### src/rtl/alu_seq_pkg.sv
// alu_seq_pkg: FSM states, ALU result class codes and function constants for alu_req_sequencer
package alu_seq_pkg;
  typedef enum logic [1:0] {IDLE, ISSUE, WAIT, RESP} state_t;
  localparam logic [1:0] ARITH = 2'b00;
  localparam logic [1:0] LOGIC = 2'b01;
  localparam logic [1:0] CMP = 2'b10;
  localparam logic [1:0] SHIFT = 2'b11;
  localparam logic [3:0] FUNC_DIV = 4'b0011;
  function automatic logic [3:0] class_flag(input logic [1:0] c);
    return 4'b1000 >> c;
  endfunction
endpackage

### src/rtl/alu_rr_arbiter.sv
// alu_rr_arbiter: two-way round-robin grant, history updated only on an accepted request
module alu_rr_arbiter (
  input  logic clk,
  input  logic rst,
  input  logic valid0,
  input  logic valid1,
  input  logic accept,
  output logic grant
);
  logic last_grant;
  assign grant = valid0 && valid1 ? !last_grant : valid1;
  always_ff @(posedge clk)
    if (rst) last_grant <= 1'b1;
    else if (accept) last_grant <= grant;
endmodule

### src/rtl/alu_req_sequencer.sv
// alu_req_sequencer: two-client round-robin front end for alu_top; ALU_DIV_ZERO_CHECK_EN short-circuits divide by zero
module alu_req_sequencer
  import alu_seq_pkg::*;
#(
  parameter int WIDTH = 16,
  parameter int ARITH_WIDTH = 2*WIDTH,
  parameter int CMP_WIDTH = 3,
  parameter int SHIFT_WIDTH = WIDTH+1,
  parameter int ALU_LAT = 1
) (
  input  logic                   clk,
  input  logic                   rst,
  input  logic                   req0_valid,
  output logic                   req0_ready,
  input  logic [3:0]             req0_func,
  input  logic [WIDTH-1:0]       req0_a,
  input  logic [WIDTH-1:0]       req0_b,
  input  logic                   req1_valid,
  output logic                   req1_ready,
  input  logic [3:0]             req1_func,
  input  logic [WIDTH-1:0]       req1_a,
  input  logic [WIDTH-1:0]       req1_b,
  output logic                   rsp_valid,
  input  logic                   rsp_ready,
  output logic                   rsp_id,
  output logic [ARITH_WIDTH-1:0] rsp_data,
  output logic                   rsp_carry,
  output logic                   rsp_err,
  output logic [3:0]             alu_func,
  output logic [WIDTH-1:0]       alu_a,
  output logic [WIDTH-1:0]       alu_b,
  input  logic [ARITH_WIDTH-1:0] arith_out,
  input  logic [WIDTH-1:0]       logic_out,
  input  logic [CMP_WIDTH-1:0]   cmp_out,
  input  logic [SHIFT_WIDTH-1:0] shift_out,
  input  logic                   arith_flag,
  input  logic                   logic_flag,
  input  logic                   cmp_flag,
  input  logic                   shift_flag,
  input  logic                   carry_out
);
  localparam int CW = $clog2(ALU_LAT+1);
  state_t state;
  logic [CW-1:0] cnt;
  logic grant, hs, div_zero;
  logic [3:0] sel_func;
  logic [WIDTH-1:0] sel_a, sel_b;
  logic [1:0] cls;
  logic [ARITH_WIDTH-1:0] fold;
  assign req0_ready = state == IDLE && !grant;
  assign req1_ready = state == IDLE && grant;
  assign hs = grant ? req1_valid && req1_ready : req0_valid && req0_ready;
  assign sel_func = grant ? req1_func : req0_func;
  assign sel_a = grant ? req1_a : req0_a;
  assign sel_b = grant ? req1_b : req0_b;
`ifdef ALU_DIV_ZERO_CHECK_EN
  assign div_zero = sel_func == FUNC_DIV && sel_b == '0;
`else
  assign div_zero = 1'b0;
`endif
  assign cls = alu_func[3:2];
  assign fold = cls == ARITH ? arith_out :
                cls == LOGIC ? ARITH_WIDTH'(logic_out) :
                cls == CMP   ? ARITH_WIDTH'(cmp_out) : ARITH_WIDTH'(shift_out);
  alu_rr_arbiter u_arb (
    .clk(clk), .rst(rst), .valid0(req0_valid), .valid1(req1_valid), .accept(hs), .grant(grant)
  );
  always_ff @(posedge clk) begin
    if (rst) begin
      state <= IDLE;
      cnt <= '0;
      rsp_valid <= 1'b0;
      rsp_err <= 1'b0;
      rsp_carry <= 1'b0;
      rsp_id <= 1'b0;
      rsp_data <= '0;
      alu_func <= '0;
      alu_a <= '0;
      alu_b <= '0;
    end else begin
      case (state)
        IDLE: if (hs) begin
          rsp_id <= grant;
          if (div_zero) begin
            state <= RESP;
            rsp_valid <= 1'b1;
            rsp_err <= 1'b1;
            rsp_data <= '0;
            rsp_carry <= 1'b0;
          end else begin
            state <= ISSUE;
            alu_func <= sel_func;
            alu_a <= sel_a;
            alu_b <= sel_b;
          end
        end
        ISSUE: begin
          cnt <= CW'(ALU_LAT-1);
          state <= WAIT;
        end
        WAIT: if (cnt == '0) begin
          state <= RESP;
          rsp_valid <= 1'b1;
          rsp_data <= fold;
          rsp_carry <= carry_out;
          rsp_err <= {arith_flag, logic_flag, cmp_flag, shift_flag} != class_flag(cls);
        end else cnt <= cnt - 1'b1;
        RESP: if (rsp_ready) begin
          state <= IDLE;
          rsp_valid <= 1'b0;
        end
        default: state <= IDLE;
      endcase
    end
  end
endmodule

### config.mk
export PLATFORM = sky130hd
export DESIGN_NAME = alu_req_sequencer
export DESIGN_NICKNAME = d
export VERILOG_FILES = /design/src/rtl/alu_seq_pkg.sv /design/src/rtl/alu_rr_arbiter.sv /design/src/rtl/alu_req_sequencer.sv
export SDC_FILE = /design/constraint.sdc
export NUM_CORES = 1
export LEC_CHECK = 0
export BUFFER_PORTS_ARGS = -buffer_cell sky130_fd_sc_hd__buf_2
export CORE_ASPECT_RATIO = 0.9
export CORE_MARGIN = 2
export CORE_UTILIZATION = 30
export CTS_BUF_LIST = sky130_fd_sc_hd__clkbuf_8 sky130_fd_sc_hd__clkbuf_16
export DETAILED_ROUTE_END_ITERATION = 8
export MAX_ROUTING_LAYER = met4
export PLACE_DENSITY = 0.71
export SETUP_SLACK_MARGIN = 0.2
export SYNTH_ARGS = -nofsm -noshare
export SYNTH_HDL_FRONTEND = slang
export SYNTH_SLANG_ARGS = --single-unit
### constraint.sdc
create_clock -name clk -period 1.5 [get_ports clk]
set_input_delay 0.225 -clock clk [delete_from_list [all_inputs] [get_ports clk]]
set_output_delay 0.225 -clock clk [all_outputs]
set_load 0.01 [all_outputs]
==> impl_results.rst <==
.. list-table::
   :header-rows: 1

   * - Metric
     - Value
   * - Latest clock arrival within the worst-skew pair
     - 0.33 ns
   * - Hpwl dp
     - between 7 and 8 mm
   * - Number of antenna violations at the first check in global routing
     - 0
   * - IR drop worst, VDD
     - 0.9149 mV
   * - Largest area contributor in the netlist
     - sky130_fd_sc_hd__dfxtp_1
   * - Worst Setup Slack, final
     - roughly 0.06 ns
   * - Total Die Area
     - around 0.012 mm²
   * - Internal reg-to-reg setup slack
     - 0.06 ns
   * - Routed vias/inst
     - around 4.9
   * - Cells on worst reg2reg path
     - 7
   * - Buffers on Ports
     - 223
   * - Floorplan core area
     - 0.01139 mm²
   * - Post-place setup slack
     - 0.02162 ns
   * - Series of cell instances along the critical path
     - a21boi_4 -> buf_6 -> buf_12 -> buf_12 -> buf_16 -> mux2i_1 -> a211oi_1
   * - Routed WL per cell
     - 16.62 µm
   * - Total number of vias
     - around 3,900
   * - Final setup skew
     - between 0.005 and 0.006 ns
   * - Slew @ Worst Pin
     - around 0.37 ns
   * - Wire length of the first global-routing pass
     - 17.96 mm
   * - Share of final-layout standard cells stronger than drive strength 1
     - about 60%
   * - Main synth FF type
     - sky130_fd_sc_hd__dfxtp_1
   * - Net count after synthesis
     - 523
   * - Gr ovfl total
     - 0
   * - Syn Inst Count
     - about 370
   * - Clock Pin Slew Worst Setup and Hold Paths
     - 0.06 ns
   * - Summed negative setup slack over all endpoints
     - 0 ns
   * - Maximum clock path buffer count
     - 2
   * - Die width
     - approximately 120 µm
   * - Number of hold violations in the final report
     - 0
   * - Utilization after layout
     - between 50 and 60%
   * - Cells on Worst Hold Path
     - 3
   * - GRT Overall Usage
     - 18.75%
   * - Max-Slew Margin vs Limit
     - 74.95%
   * - Arrival @ worst endpoint
     - around 1.7 ns
   * - Fraction of the cycle the final worst path needs
     - 95.91%
   * - CTS tree
     - done
   * - Pin count of the biggest net entering global routing
     - 41
   * - Total number of yosys warnings
     - 0
   * - Total of hold buffers inserted after clock tree synthesis
     - 0
   * - Effective utilization at floorplan
     - 30.54%
   * - PwrDens
     - 1922 mW/mm²
   * - 1st-iter DRT viols
     - ~120
   * - Count of cell types in the netlist
     - 33
   * - Endpoint of the most critical register-to-register path
     - alu_a[6]$_SDFFE_PP0P_
   * - Number of iterations in the first detailed-routing pass
     - 4
   * - Number of flip-flops and latches in the synthesized netlist
     - 75
   * - Maximum clock rate
     - 695.1 MHz
   * - Category of cells accounting for the largest share of critical-path delay
     - buffers and inverters
   * - Levels on crit path
     - 7
   * - Crit path largest cell delay
     - 0.34 ns
   * - Number of violations of the max-capacitance limit
     - 0
   * - Required time worst endpoint
     - between 1.5 and 2 ns
   * - Min Clock Period, post-route
     - 1.439 ns
   * - Total power of the final layout
     - between 10,000 and 15,000 µW
   * - Proportion of synthesized chip area in sequential cells
     - between 40% and 50%
   * - Std-Cell Rows
     - 37
   * - Startpoint of the worst hold path
     - carry_out
   * - Drc violations
     - 0
   * - RR Startpoint
     - u_arb.last_grant$_SDFFE_PP1P_
   * - Worst setup SP type
     - register
   * - Total leakage power
     - roughly 0.0027 µW
   * - Clock H-tree levels
     - 3
   * - Fraction of registers with async set or reset after synthesis
     - 0%
   * - Pins over their slew limit
     - 0
   * - Number of enable flip-flop cells after synthesis
     - 0
   * - Placer Congestion
     - 0.8470
   * - Mapped Area
     - 0.003478 mm²
   * - CTS Sinks
     - 75
   * - Startpoint-to-endpoint class of the critical path
     - reg -> reg
   * - Number of setup violations in the final report
     - 0
   * - Terminating pin of the worst hold path
     - rsp_carry$_SDFFE_PP0P_
   * - I/O Pins
     - 224
   * - Cts bufs inserted
     - 9
   * - Critical path buffers and inverters
     - 4
   * - Most frequent cell on the critical path
     - sky130_fd_sc_hd__buf_12
   * - Outcome
     - completed
   * - Fill cell count
     - 1,017
   * - Via count of the first global-routing pass
     - 3,558
   * - Total Nets Final
     - roughly 800
   * - Cell types with the largest area share after synthesis
     - sky130_fd_sc_hd__dfxtp_1, sky130_fd_sc_hd__mux2i_1, sky130_fd_sc_hd__a211oi_1
   * - Post-synth top area share
     - 43.17%
   * - Mapped Avg Cell Area
     - 9.426 µm²
   * - Slowest CP cell
     - sky130_fd_sc_hd__dfxtp_2
   * - Routed Wire Length
     - 13.06 mm
   * - Layout overhead on the synthesized area
     - 77.27%
   * - Type of element capturing the critical path
     - register
   * - Hold crit path type
     - in -> reg
   * - Maximum fanout count along the critical path
     - 5
   * - Count of nets left with antenna violations after detail routing
     - 0
   * - Antenna fix cells
     - 0
   * - Cell at the root of the clock tree
     - sky130_fd_sc_hd__clkbuf_16
   * - Unrepaired setup endpoints after global routing
     - true
   * - Height of the die
     - between 100 and 150 µm
==> cell type report <==
type	instances	area [µm²]	share of cell area, %
multi-input combinational	258	2147	34.82
timing repair buffer	279	2026	32.85
tap	156	195.2	3.166
inverter	2	12.51	0.2029
clock inverter	7	45.04	0.7305
clock buffer	9	225.2	3.653
sequential	75	1515	24.57
==> layer usage <==
metal	share of wire, %	GRT usage, %
met5	0	-
met4	1.2	5.766
met3	6.2	4.185
met2	52	33.42
met1	41	21.11
==> power breakdown <==
group	total, µW	internal (µW)	switching (µW)
sequential	3160	2700	458
clock	1950	1110	839
combinational	6740	3600	3140
total	11900	7410	4440
==> worst max path at each step <==
stage | startpoint | end | slack [ns]
floorplan | state[1]$_SDFFE_PP0P_ | alu_b[10]$_SDFFE_PP0P_ | 0.20
global placement | state[1]$_SDFFE_PP0P_ | alu_func[3]$_SDFFE_PP0P_ | 0.02
detailed placement | state[1]$_SDFFE_PP0P_ | alu_func[3]$_SDFFE_PP0P_ | 0.02
CTS | u_arb.last_grant$_SDFFE_PP1P_ | req1_ready | 0.07
global route | u_arb.last_grant$_SDFFE_PP1P_ | alu_a[6]$_SDFFE_PP0P_ | -0.03
finish | u_arb.last_grant$_SDFFE_PP1P_ | alu_a[6]$_SDFFE_PP0P_ | 0.06
==> cell usage in the layout (no fill, tap or decap), types with 12 or more instances in the layout <==
master	netlist	layout
sky130_fd_sc_hd__nor2_1	58	51
sky130_fd_sc_hd__nand3_1	17	17
sky130_fd_sc_hd__a21oi_1	18	15
sky130_fd_sc_hd__a211oi_2	0	14
sky130_fd_sc_hd__dfxtp_1	75	70
sky130_fd_sc_hd__a211oi_1	49	34
sky130_fd_sc_hd__mux2i_2	0	12
sky130_fd_sc_hd__buf_4	2	21
sky130_fd_sc_hd__mux2i_1	40	24
sky130_fd_sc_hd__clkbuf_16	0	14
sky130_fd_sc_hd__mux2_2	13	13
sky130_fd_sc_hd__buf_2	11	222
sky130_fd_sc_hd__nand2b_1	17	13
==> cell usage after synthesis (all sizes together) (5+ instances only) <==
library cell / count
mux2: 13
a211oi: 49
nand2b: 17
a22oi: 14
nand2: 5
a21oi: 18
mux2i: 40
buf: 19
nand3: 17
clkbuf: 15
nor2: 58
dfxtp: 75
==> logic make-up (layout without fill, tap and decap cells) <==
| kind of cell | count (synthesis) | in the layout | synth area share (%) |
|---|---|---|---|
| and+or+nand+nor | 109 | 109 | 14.71 |
| AOI/OAI and AO/OA | 89 | 89 | 18.09 |
| DFF | 75 | 75 | 43.17 |
| muxes | 56 | 56 | 17.66 |
| buffers and inverters | 36 | 297 | 4.928 |
| adders and majority gates | 4 | 4 | 1.439 |
==> worst min-delay path, delay by kind of cell <==
kind / cells / cell delay (ns)
muxes: 1 / 0.05
and+or+nand+nor: 1 / 0.07
buffers and inverters: 1 / 0.07
==> sequential cells by signal, summed over array words and instances, names as in the netlist <==
name              cells
alu_a                16
rsp_valid             1
rsp_data             32
rsp_id                1
u_arb.last_grant      1
rsp_err               1
rsp_carry             1
state                 2
alu_func              4
alu_b                16
==> stage by stage <==
step	hold WS, ns	area, µm²	std cells
2_1_floorplan	0.3722	3550	369
3_3_place_gp	0.4492	4855	729
3_5_place_dp	0.4581	4855	729
4_1_cts	0.1222	5703	772
5_1_grt	0.1349	6166	786
6_report	0.1326	6166	786
==> repair_timing <==
item,CTS,global route
setup buffers,16,6
pin swaps,12,29
endpoints found under the setup margin,58,72
resized for setup,39,53
gates cloned,11,8
Note: power is estimated with default switching activity, not from simulation.
